`src/rtl/mem_stage_pkg.sv`:
```
// mem_stage_pkg: shared types for the memory-access pipeline stage.
//   memOp_t     memory operation carried by the execute packet
//   memState_t  access FSM states
//   ex2memPkt   packet from execute (res = effective address or ALU result)
//   mem2wbPkt   packet to writeback
// Optional feature macro: MEM_MISALIGN_TRAP_EN. When it is defined,
// misaligned halfword/word accesses are trapped instead of being issued.
package mem_stage_pkg;

    typedef enum logic [3:0] {
        MEM_NONE, MEM_LB, MEM_LH, MEM_LW, MEM_LBU, MEM_LHU, MEM_SB, MEM_SH, MEM_SW
    } memOp_t;

    typedef enum logic [1:0] {
        MEM_IDLE, MEM_ACCESS, MEM_DONE
    } memState_t;

    typedef struct packed {
        logic [31:0] pc;
        logic [31:0] inst32;
        logic        instValid;
        logic [7:0]  aux;
        logic [4:0]  destReg;
        logic [31:0] res;
    } mem2wbPkt;

    typedef struct packed {
        logic [31:0] pc;
        logic [31:0] inst32;
        logic        instValid;
        logic [7:0]  aux;
        logic [4:0]  destReg;
        logic [31:0] res;
        memOp_t      memOp;
        logic [31:0] stData;
    } ex2memPkt;

`ifdef MEM_MISALIGN_TRAP_EN
    localparam bit MISALIGN_TRAP = 1'b1;
`else
    localparam bit MISALIGN_TRAP = 1'b0;
`endif

    function automatic logic is_store(memOp_t op);
        return op inside {MEM_SB, MEM_SH, MEM_SW};
    endfunction

    function automatic logic is_load(memOp_t op);
        return op inside {MEM_LB, MEM_LH, MEM_LW, MEM_LBU, MEM_LHU};
    endfunction

    // Always evaluated so the trap-disabled build still consumes both arguments;
    // the result is forced low when trapping is not built in.
    function automatic logic is_misaligned(memOp_t op, logic [1:0] a);
        logic half;
        logic word;
        half = op inside {MEM_LH, MEM_LHU, MEM_SH};
        word = op inside {MEM_LW, MEM_SW};
        return MISALIGN_TRAP & ((half & a[0]) | (word & (a != 2'b00)));
    endfunction

endpackage

```
`src/rtl/mem_lane_align.sv`:
```
// mem_lane_align: combinational byte-lane steering for the memory stage.
//   mem_op   in  operation
//   addr_lo  in  low two bits of the effective address
//   st_data  in  store data (low bytes significant)
//   ld_word  in  raw load word from the bus
//   be       out store byte enables
//   wdata    out lane-replicated store data
//   ld_data  out selected and extended load value
module mem_lane_align
    import mem_stage_pkg::*;
(
    input  memOp_t      mem_op,
    input  logic [1:0]  addr_lo,
    input  logic [31:0] st_data,
    input  logic [31:0] ld_word,
    output logic [3:0]  be,
    output logic [31:0] wdata,
    output logic [31:0] ld_data
);

    logic [7:0]  ld_byte;
    logic [15:0] ld_half;

    // Halfword lanes only look at addr_lo[1]; a set addr_lo[0] is either
    // trapped upstream or deliberately ignored.
    always_comb begin
        ld_byte = ld_word[{addr_lo, 3'b000} +: 8];
        ld_half = addr_lo[1] ? ld_word[31:16] : ld_word[15:0];
    end

    always_comb begin
        be      = 4'b0000;
        wdata   = st_data;
        ld_data = ld_word;
        case (mem_op)
            MEM_SB: begin
                be    = 4'b0001 << addr_lo;
                wdata = {4{st_data[7:0]}};
            end
            MEM_SH: begin
                be    = addr_lo[1] ? 4'b1100 : 4'b0011;
                wdata = {2{st_data[15:0]}};
            end
            MEM_SW:  be = 4'b1111;
            MEM_LB:  ld_data = {{24{ld_byte[7]}}, ld_byte};
            MEM_LBU: ld_data = {24'h000000, ld_byte};
            MEM_LH:  ld_data = {{16{ld_half[15]}}, ld_half};
            MEM_LHU: ld_data = {16'h0000, ld_half};
            default: ;
        endcase
    end

endmodule

```
`src/rtl/mem_stage.sv`:
```
// mem_stage: memory-access pipeline stage. Registers the execute packet,
// runs a req/ack bus access for loads and stores, and presents the
// writeback packet.
//   clk, rst            clock, synchronous active-low reset
//   stall               global stall (includes busy_o); holds input register
//   ex2mem_i            packet from execute
//   mem2wb_o            packet to writeback
//   busy_o              access in progress
//   dmem_req/we/addr/be/wdata, dmem_ack/rdata   data bus
//   buserr_o            access aborted after WAIT_MAX request cycles
//   misalign_o          misaligned access trapped (MEM_MISALIGN_TRAP_EN only)
// Optional feature macro: MEM_MISALIGN_TRAP_EN (see mem_stage_pkg).
module mem_stage
    import mem_stage_pkg::*;
#(
    parameter int WAIT_MAX = 255
)
(
    input  logic        clk,
    input  logic        rst,
    input  logic        stall,
    input  ex2memPkt    ex2mem_i,
    output mem2wbPkt    mem2wb_o,
    output logic        busy_o,
    output logic        dmem_req,
    output logic        dmem_we,
    output logic [31:0] dmem_addr,
    output logic [3:0]  dmem_be,
    output logic [31:0] dmem_wdata,
    input  logic        dmem_ack,
    input  logic [31:0] dmem_rdata,
    output logic        buserr_o,
    output logic        misalign_o
);

    localparam int CNT_W = (WAIT_MAX > 1) ? $clog2(WAIT_MAX) : 1;
    localparam logic [CNT_W-1:0] WAIT_LAST = CNT_W'(WAIT_MAX - 1);

    ex2memPkt         pkt_q, pkt_d;
    memState_t        state_q, state_d;
    logic [CNT_W-1:0] wait_q, wait_d;
    logic [31:0]      ld_buf_q, ld_buf_d;
    logic             buserr_q, buserr_d;
    logic             misalign_q, misalign_d;
    logic [31:0]      ld_data;
    logic             new_mem;
    logic             new_trap;

    mem_lane_align u_align (
        .mem_op  (pkt_q.memOp),
        .addr_lo (pkt_q.res[1:0]),
        .st_data (pkt_q.stData),
        .ld_word (dmem_rdata),
        .be      (dmem_be),
        .wdata   (dmem_wdata),
        .ld_data (ld_data)
    );

    // Next-state logic. A register load always restarts the FSM, so the
    // access of the previous packet is dropped if stall ever falls mid-access.
    always_comb begin
        pkt_d      = pkt_q;
        state_d    = state_q;
        wait_d     = wait_q;
        ld_buf_d   = ld_buf_q;
        buserr_d   = buserr_q;
        misalign_d = misalign_q;
        new_mem    = ex2mem_i.instValid && (ex2mem_i.memOp != MEM_NONE);
        new_trap   = new_mem && is_misaligned(ex2mem_i.memOp, ex2mem_i.res[1:0]);
        if (!stall) begin
            pkt_d      = ex2mem_i;
            wait_d     = '0;
            ld_buf_d   = '0;
            buserr_d   = 1'b0;
            misalign_d = new_trap;
            if (new_trap)     state_d = MEM_DONE;
            else if (new_mem) state_d = MEM_ACCESS;
            else              state_d = MEM_IDLE;
        end else if (state_q == MEM_ACCESS) begin
            if (dmem_ack) begin
                state_d  = MEM_DONE;
                ld_buf_d = ld_data;
            end else if (wait_q == WAIT_LAST) begin
                state_d  = MEM_DONE;
                buserr_d = 1'b1;
            end else begin
                wait_d = wait_q + 1'b1;
            end
        end
    end

    always_ff @(posedge clk) begin
        if (!rst) begin
            pkt_q      <= '0;
            state_q    <= MEM_IDLE;
            wait_q     <= '0;
            ld_buf_q   <= '0;
            buserr_q   <= 1'b0;
            misalign_q <= 1'b0;
        end else begin
            pkt_q      <= pkt_d;
            state_q    <= state_d;
            wait_q     <= wait_d;
            ld_buf_q   <= ld_buf_d;
            buserr_q   <= buserr_d;
            misalign_q <= misalign_d;
        end
    end

    always_comb begin
        busy_o             = (state_q == MEM_ACCESS);
        dmem_req           = busy_o;
        dmem_we            = is_store(pkt_q.memOp);
        dmem_addr          = {pkt_q.res[31:2], 2'b00};
        buserr_o           = buserr_q;
        misalign_o         = misalign_q;
        mem2wb_o.pc        = pkt_q.pc;
        mem2wb_o.inst32    = pkt_q.inst32;
        mem2wb_o.aux       = pkt_q.aux;
        mem2wb_o.instValid = pkt_q.instValid & ~busy_o & ~misalign_q;
        mem2wb_o.destReg   = is_store(pkt_q.memOp) ? 5'd0 : pkt_q.destReg;
        mem2wb_o.res       = is_load(pkt_q.memOp) ? ld_buf_q : pkt_q.res;
    end

endmodule

```
`config.mk`:
```
export PLATFORM = sky130hd
export DESIGN_NAME = mem_stage
export DESIGN_NICKNAME = d
export VERILOG_FILES = /design/src/rtl/mem_stage_pkg.sv /design/src/rtl/mem_lane_align.sv /design/src/rtl/mem_stage.sv
export SDC_FILE = /design/constraint.sdc
export NUM_CORES = 1
export LEC_CHECK = 0
export ABC_AREA = 0
export CAP_MARGIN = 20
export CORE_MARGIN = 2
export CORE_UTILIZATION = 48
export DETAILED_ROUTE_END_ITERATION = 12
export PLACE_DENSITY = 0.83
export SLEW_MARGIN = 0
export SYNTH_ARGS = -nofsm -noshare
export SYNTH_HDL_FRONTEND = slang
export SYNTH_SLANG_ARGS = --single-unit
export TNS_END_PERCENT = 50
```
`constraint.sdc`:
```
create_clock -name clk -period 3.9 [get_ports clk]
set_input_delay 0.78 -clock clk [delete_from_list [all_inputs] [get_ports clk]]
set_output_delay 0.78 -clock clk [all_outputs]
set_load 0.1 [all_outputs]
```
### Word-level counts from Yosys, hierarchy flattened

Index checks and enable logic that the tools add are counted.
Widths: inputs -> output; s select.

| cells by class | value |
|---|---|
| $add $sub $neg | 1 |
| multiply operators | 0 |
| divide/modulo/power cells | 0 |
| $lt $le $gt $ge | 0 |
| equality and inequality tests | 12 |
| shifts and indexed selects | 2 |
| multiplexer cells | 12 |
| bitwise logic cells | 4 |
| reduce and logical (&&, ||, !) cells | 9 |

Operator list:

| operator | number |
|---|---|
| $pmux 32 s4 | 1 |
| $pmux 32 s2 | 1 |
| $mux 32 | 1 |
| $shiftx 32x6->8 | 1 |
| $eq 4x3->1 const B | 4 |
| $mux 16 | 1 |
| $pmux 4 s3 | 1 |
| $add 8x1->8 const B | 1 |
| $eq 4x2->1 const B | 2 |
| $eq 8x8->1 const B | 1 |
| $mux 2 | 4 |
| $reduce_and 2->1 | 3 |
| $reduce_and 3->1 | 2 |
| $mux 5 | 1 |
| $reduce_bool 5->1 | 1 |
| $eq 4x1->1 const B | 1 |
| $eq 4x4->1 const B | 1 |
| $mux 4 | 1 |
| $reduce_bool 4->1 | 1 |
| $shl 1x2->4 const A | 1 |
| $ne 3x1->1 const B | 1 |
| $not 1->1 | 3 |
| $reduce_bool 3->1 | 1 |
| $eq 2x1->1 const B | 1 |
| 4 further kinds | 4 |

| word-level totals | value |
|---|---|
| register bits | 189 |
| latch bits | 0 |
| memory bits (writable) | 0 |
| bits in read-only memories | 0 |
| output and inout port bits | 183 |
| logic and storage cells | 52 |
| memories kept | 0 |

### Logic depth before layout (Yosys ltp)

| depth | value |
|---|---|
| depth after elaboration | 5 |
| mapped depth | 8 |
| depth with buffers taken out | 7 |

### Modules after synthesis

From an unflattened synthesis, not the netlist that was laid out.

| second synthesis, totals | value |
|---|---|
| cells, all modules | 969 |
| area, all modules | 9,525.4 sq um |

By module, submodules not included:

| module | instances | cells each | area an instance (sq um) | sequential area each (sq um) |
|---|---|---|---|---|
| mem_stage | 1 | 828 | 8,344.3 | 3,783.6 |
| mem_lane_align | 1 | 141 | 1,181.1 | 0.0 |

### Worst setup path after synthesis

Ideal clock, no wire load.

| timing path | value |
|---|---|
| path type | reg-to-output |
| from | register pkt_q[32] in the netlist's numbering |
| to | output dmem_be[1] |
| arrival time | 3.257 ns |
| data required time | 3.120 ns |
| setup slack | -0.137 ns |
| stages on the path, launching flop included | 5 |
| buffers on the path | 2 |
| path through | dfxtp_1 buf_2 clkbuf_1 nor2_1 o31ai_1 |

| on the way | value |
|---|---|
| cells in the longest elaborated chain, start to end | 2 |
| elaborated cells on any way between the ends | 4 |

RTL lines:

| element | line | text |
|---|---|---|
| from (decl) | mem_stage.sv:39 | `ex2memPkt pkt_q, pkt_d;` |
| from (signal assigned) | mem_stage.sv:101 | `pkt_q <= pkt_d;` |
| $eq 4x4->1 / $eq 4x3->1 (equally long branches) | mem_lane_align.sv:35 | `case (mem_op)` |
| $pmux 4 s3 (*) | mem_lane_align.sv:35 |  |
| to (decl) | mem_stage.sv:28 | `output logic [3:0] dmem_be,` |

Every way passes the cells marked *; elsewhere a longest branch is shown, timed or not.

### Worst setup path in the final report

| timing path | value |
|---|---|
| from | register pkt_q[33] in the netlist's numbering |
| to | output dmem_be[3] |

Same word-level chain as after synthesis.

==> flow_metrics.py <==
metrics = {
    "outcome": {
        "status": "complete, no violations",
    },
    "cts": {
        "root_buffer": "clkbuf_16",
        "cts-resized-gates": 0,
        "cts_tree": "yes",
        "clk_pin_slew_ps": 70,
        "cts_buffer_depth": 2,
        "numCtsBuffers": 17,
        "ctsHoldBuffers": 0,
        "cts_max_level": 4,
        "postCtsSetupBuffers": 0,
        "clk_latency_ps": 440,
        "cts.sinks": 189,
    },
    "timing": {
        "hold_violations": 0,
        "maxSlewViolCount": 0,
        "fin_ws_ps": 433,
        "timing.fmax_ghz": 0.288,
        "rsz0062_at_grt": "no",
        "relSlewSlack_pct": 29.4,
        "fin_crit_ps": 3470,
        "setup_tns_ps": 0,
        "timing.final.crit_share_pct": 88.9,
        "report.final.setup_viol": 0,
        "max_slew.worst_pin.slew_ps": 1060,
        "final.setup_skew_ps": 15.9,
    },
    "cells_and_area": {
        "final_common_cell": "clkdlybuf4s50_1",
        "nets": 1357,
        "drive_gt1_share_pct": 11.3,
        "instances_no_fill": 1421,
        "synthToLayoutAreaGrowth_pct": 44.1,
        "layout_common_cells": "291 x clkdlybuf4s50_1, 189 x dfxtp_1, 155 x mux2i_1",
        "final_cell_area_sq_um": 13300,
        "num-fill-cells": 1349,
    },
    "place": {
        "place_ws_ps": 926,
        "io_buffers": 361,
        "dp.cells": 1388,
        "place.gp.congestion": 0.869,
        "dp_hpwl_um": 19500,
        "post_dp_cell_area_sq_um": 12700,
    },
    "floorplanning": {
        "core_area_sq_um": 18800,
        "die_w_um": 143,
        "io_pins": 365,
        "fp.dieH_um": 143,
        "start_util_pct": 49.2,
        "dieArea_sq_um": 20400,
        "num_rows": 50,
    },
    "synth": {
        "seq_area_frac_synth_pct": 41.0,
        "postSynthCellCount": 955,
        "synth_area_per_cell_sq_um": 9.67,
        "yosys_most_used_dff": "dfxtp_1",
        "ys_ff_latch": 189,
        "synth_area_sq_um": 9230,
        "synthArstFlopShare_pct": 0,
        "ys_types": 51,
        "ys_warn_count": 0,
        "synth-edff-count": 0,
    },
    "grt": {
        "grt_usage_pct": 25.5,
        "grt_pass1_vias": 7374,
        "grt_max_degree": 105,
        "grt_antenna_before_repair": 0,
        "grt_overflow": 0,
        "grt_pass1_wl_um": 40200,
    },
    "critical_path": {
        "cp-start-kind": "flop",
        "required_ps": 3120,
        "cp_max_fo": 25,
        "ff2ff_path_depth": 5,
        "arrival_ps": 2690,
        "endpoint_kind": "primary output",
        "crit_type": "reg -> out",
    },
    "job": {
        "cap_violations": 0,
    },
    "detailed_routing": {
        "routedWlPerCell_um": 18.6,
        "via_per_inst": 5.21,
        "drt-initial-drc-count": 330,
        "drc": 0,
        "ant_nets": 0,
        "first_pass_iters": 5,
        "routed_wl_um": 26400,
        "vias": 7410,
    },
    "min_path": {
        "worstHoldPathCells": 2,
        "holdCritPathClass": "reg -> reg",
    },
    "pwr": {
        "vdd_drop_max_v": 0.000316,
        "p_leak_nw": 5.47,
        "p_per_area_nw_per_um2": 431,
    },
}
-- final timing paths --
check / from / to / slack (ps)
max: pkt_q[33]$_SDFFE_PN0N_ / dmem_be[3] / 430
min: state_q[1]$_SDFFE_PN0P_ / state_q[1]$_SDFFE_PN0P_ / 490
max reg2reg: pkt_q[37]$_SDFFE_PN0N_ / ld_buf_q[11]$_SDFFE_PN0P_ / 1370
min reg2reg: state_q[1]$_SDFFE_PN0P_ / state_q[1]$_SDFFE_PN0P_ / 490
-- area by class of cell --
cell class                 count  area (sq um)  area share [%]
multi-input combinational    593          4350            32.7
clock inverter                15           199            1.50
sequential                   189          3780            28.4
antenna                        1          2.50          0.0188
tap                          234           293            2.20
timing repair buffer         368          4240            31.8
clock buffer                  17           425            3.20
inverter                       4          15.0           0.113
-- critical path, cell delays in order, from the launching register on --
cell,delay [ps]
dfxtp_1,600
nand3_1,430
buf_4,360
clkinv_1,180
nand2_1,90
o21ai_0,360
buf_12,220
-- routing by layer --
layer,wire length [um],global-route usage (%)
met1,10300,28.6
met3,2260,8.62
met4,536,8.29
met2,13300,45.3
met5,0,0
-- synth_stat cells (all sizes together) (3+ instances only) --
master | count | area, sq um
a21oi | 38 | 194
a221oi | 7 | 61.3
a22oi | 8 | 60.1
and3 | 6 | 37.5
buf | 139 | 978
clkbuf | 32 | 120
dfxtp | 189 | 3780
inv | 3 | 11.3
mux2 | 48 | 541
mux2i | 155 | 1550
nand2 | 62 | 233
nand2b | 3 | 18.8
nand3 | 6 | 35.0
nand4 | 3 | 18.8
nor2 | 15 | 58.8
nor2b | 151 | 945
nor3 | 5 | 25.0
o21ai | 46 | 230
or3 | 3 | 18.8
xor2 | 5 | 43.8
-- metrics by stage --
step / total power (W) / hold WS [ps] / util (%)
finish: 0.00573 / 489 / 70.9
global route: 0.00591 / 509 / 70.9
CTS: 0.00576 / 489 / 70.9
detailed placement: 0.00390 / 475 / 67.6
global placement: 0.00388 / 462 / 67.6
floorplan: 0.00340 / 453 / -
-- where the power goes --
| part | internal, W | leakage (nW) | switching [W] |
|---|---|---|---|
| sequential | 0.00203 | 1.55 | 0.0000742 |
| combinational | 0.000604 | 3.61 | 0.00116 |
| clock | 0.00104 | 0.303 | 0.000837 |
| total | 0.00366 | 5.47 | 0.00207 |
-- state kept, by name, summed over array words and instances, names as in the netlist --
name,count
ld_buf_q,32
mem2wb_o,72
wait_q,8
pkt_q,44
state_q,2
buserr_o,1
dmem_addr,30
-- cells by family after synthesis --
family	synth area share [%]
simple gates	16.0
mux	22.7
flops	41.0
buf+inv	12.1
compound gates	7.31
xor+xnor	0.664
fa+ha+maj	0.271
other cells	0.0406
(Power assumes the default switching activity.)
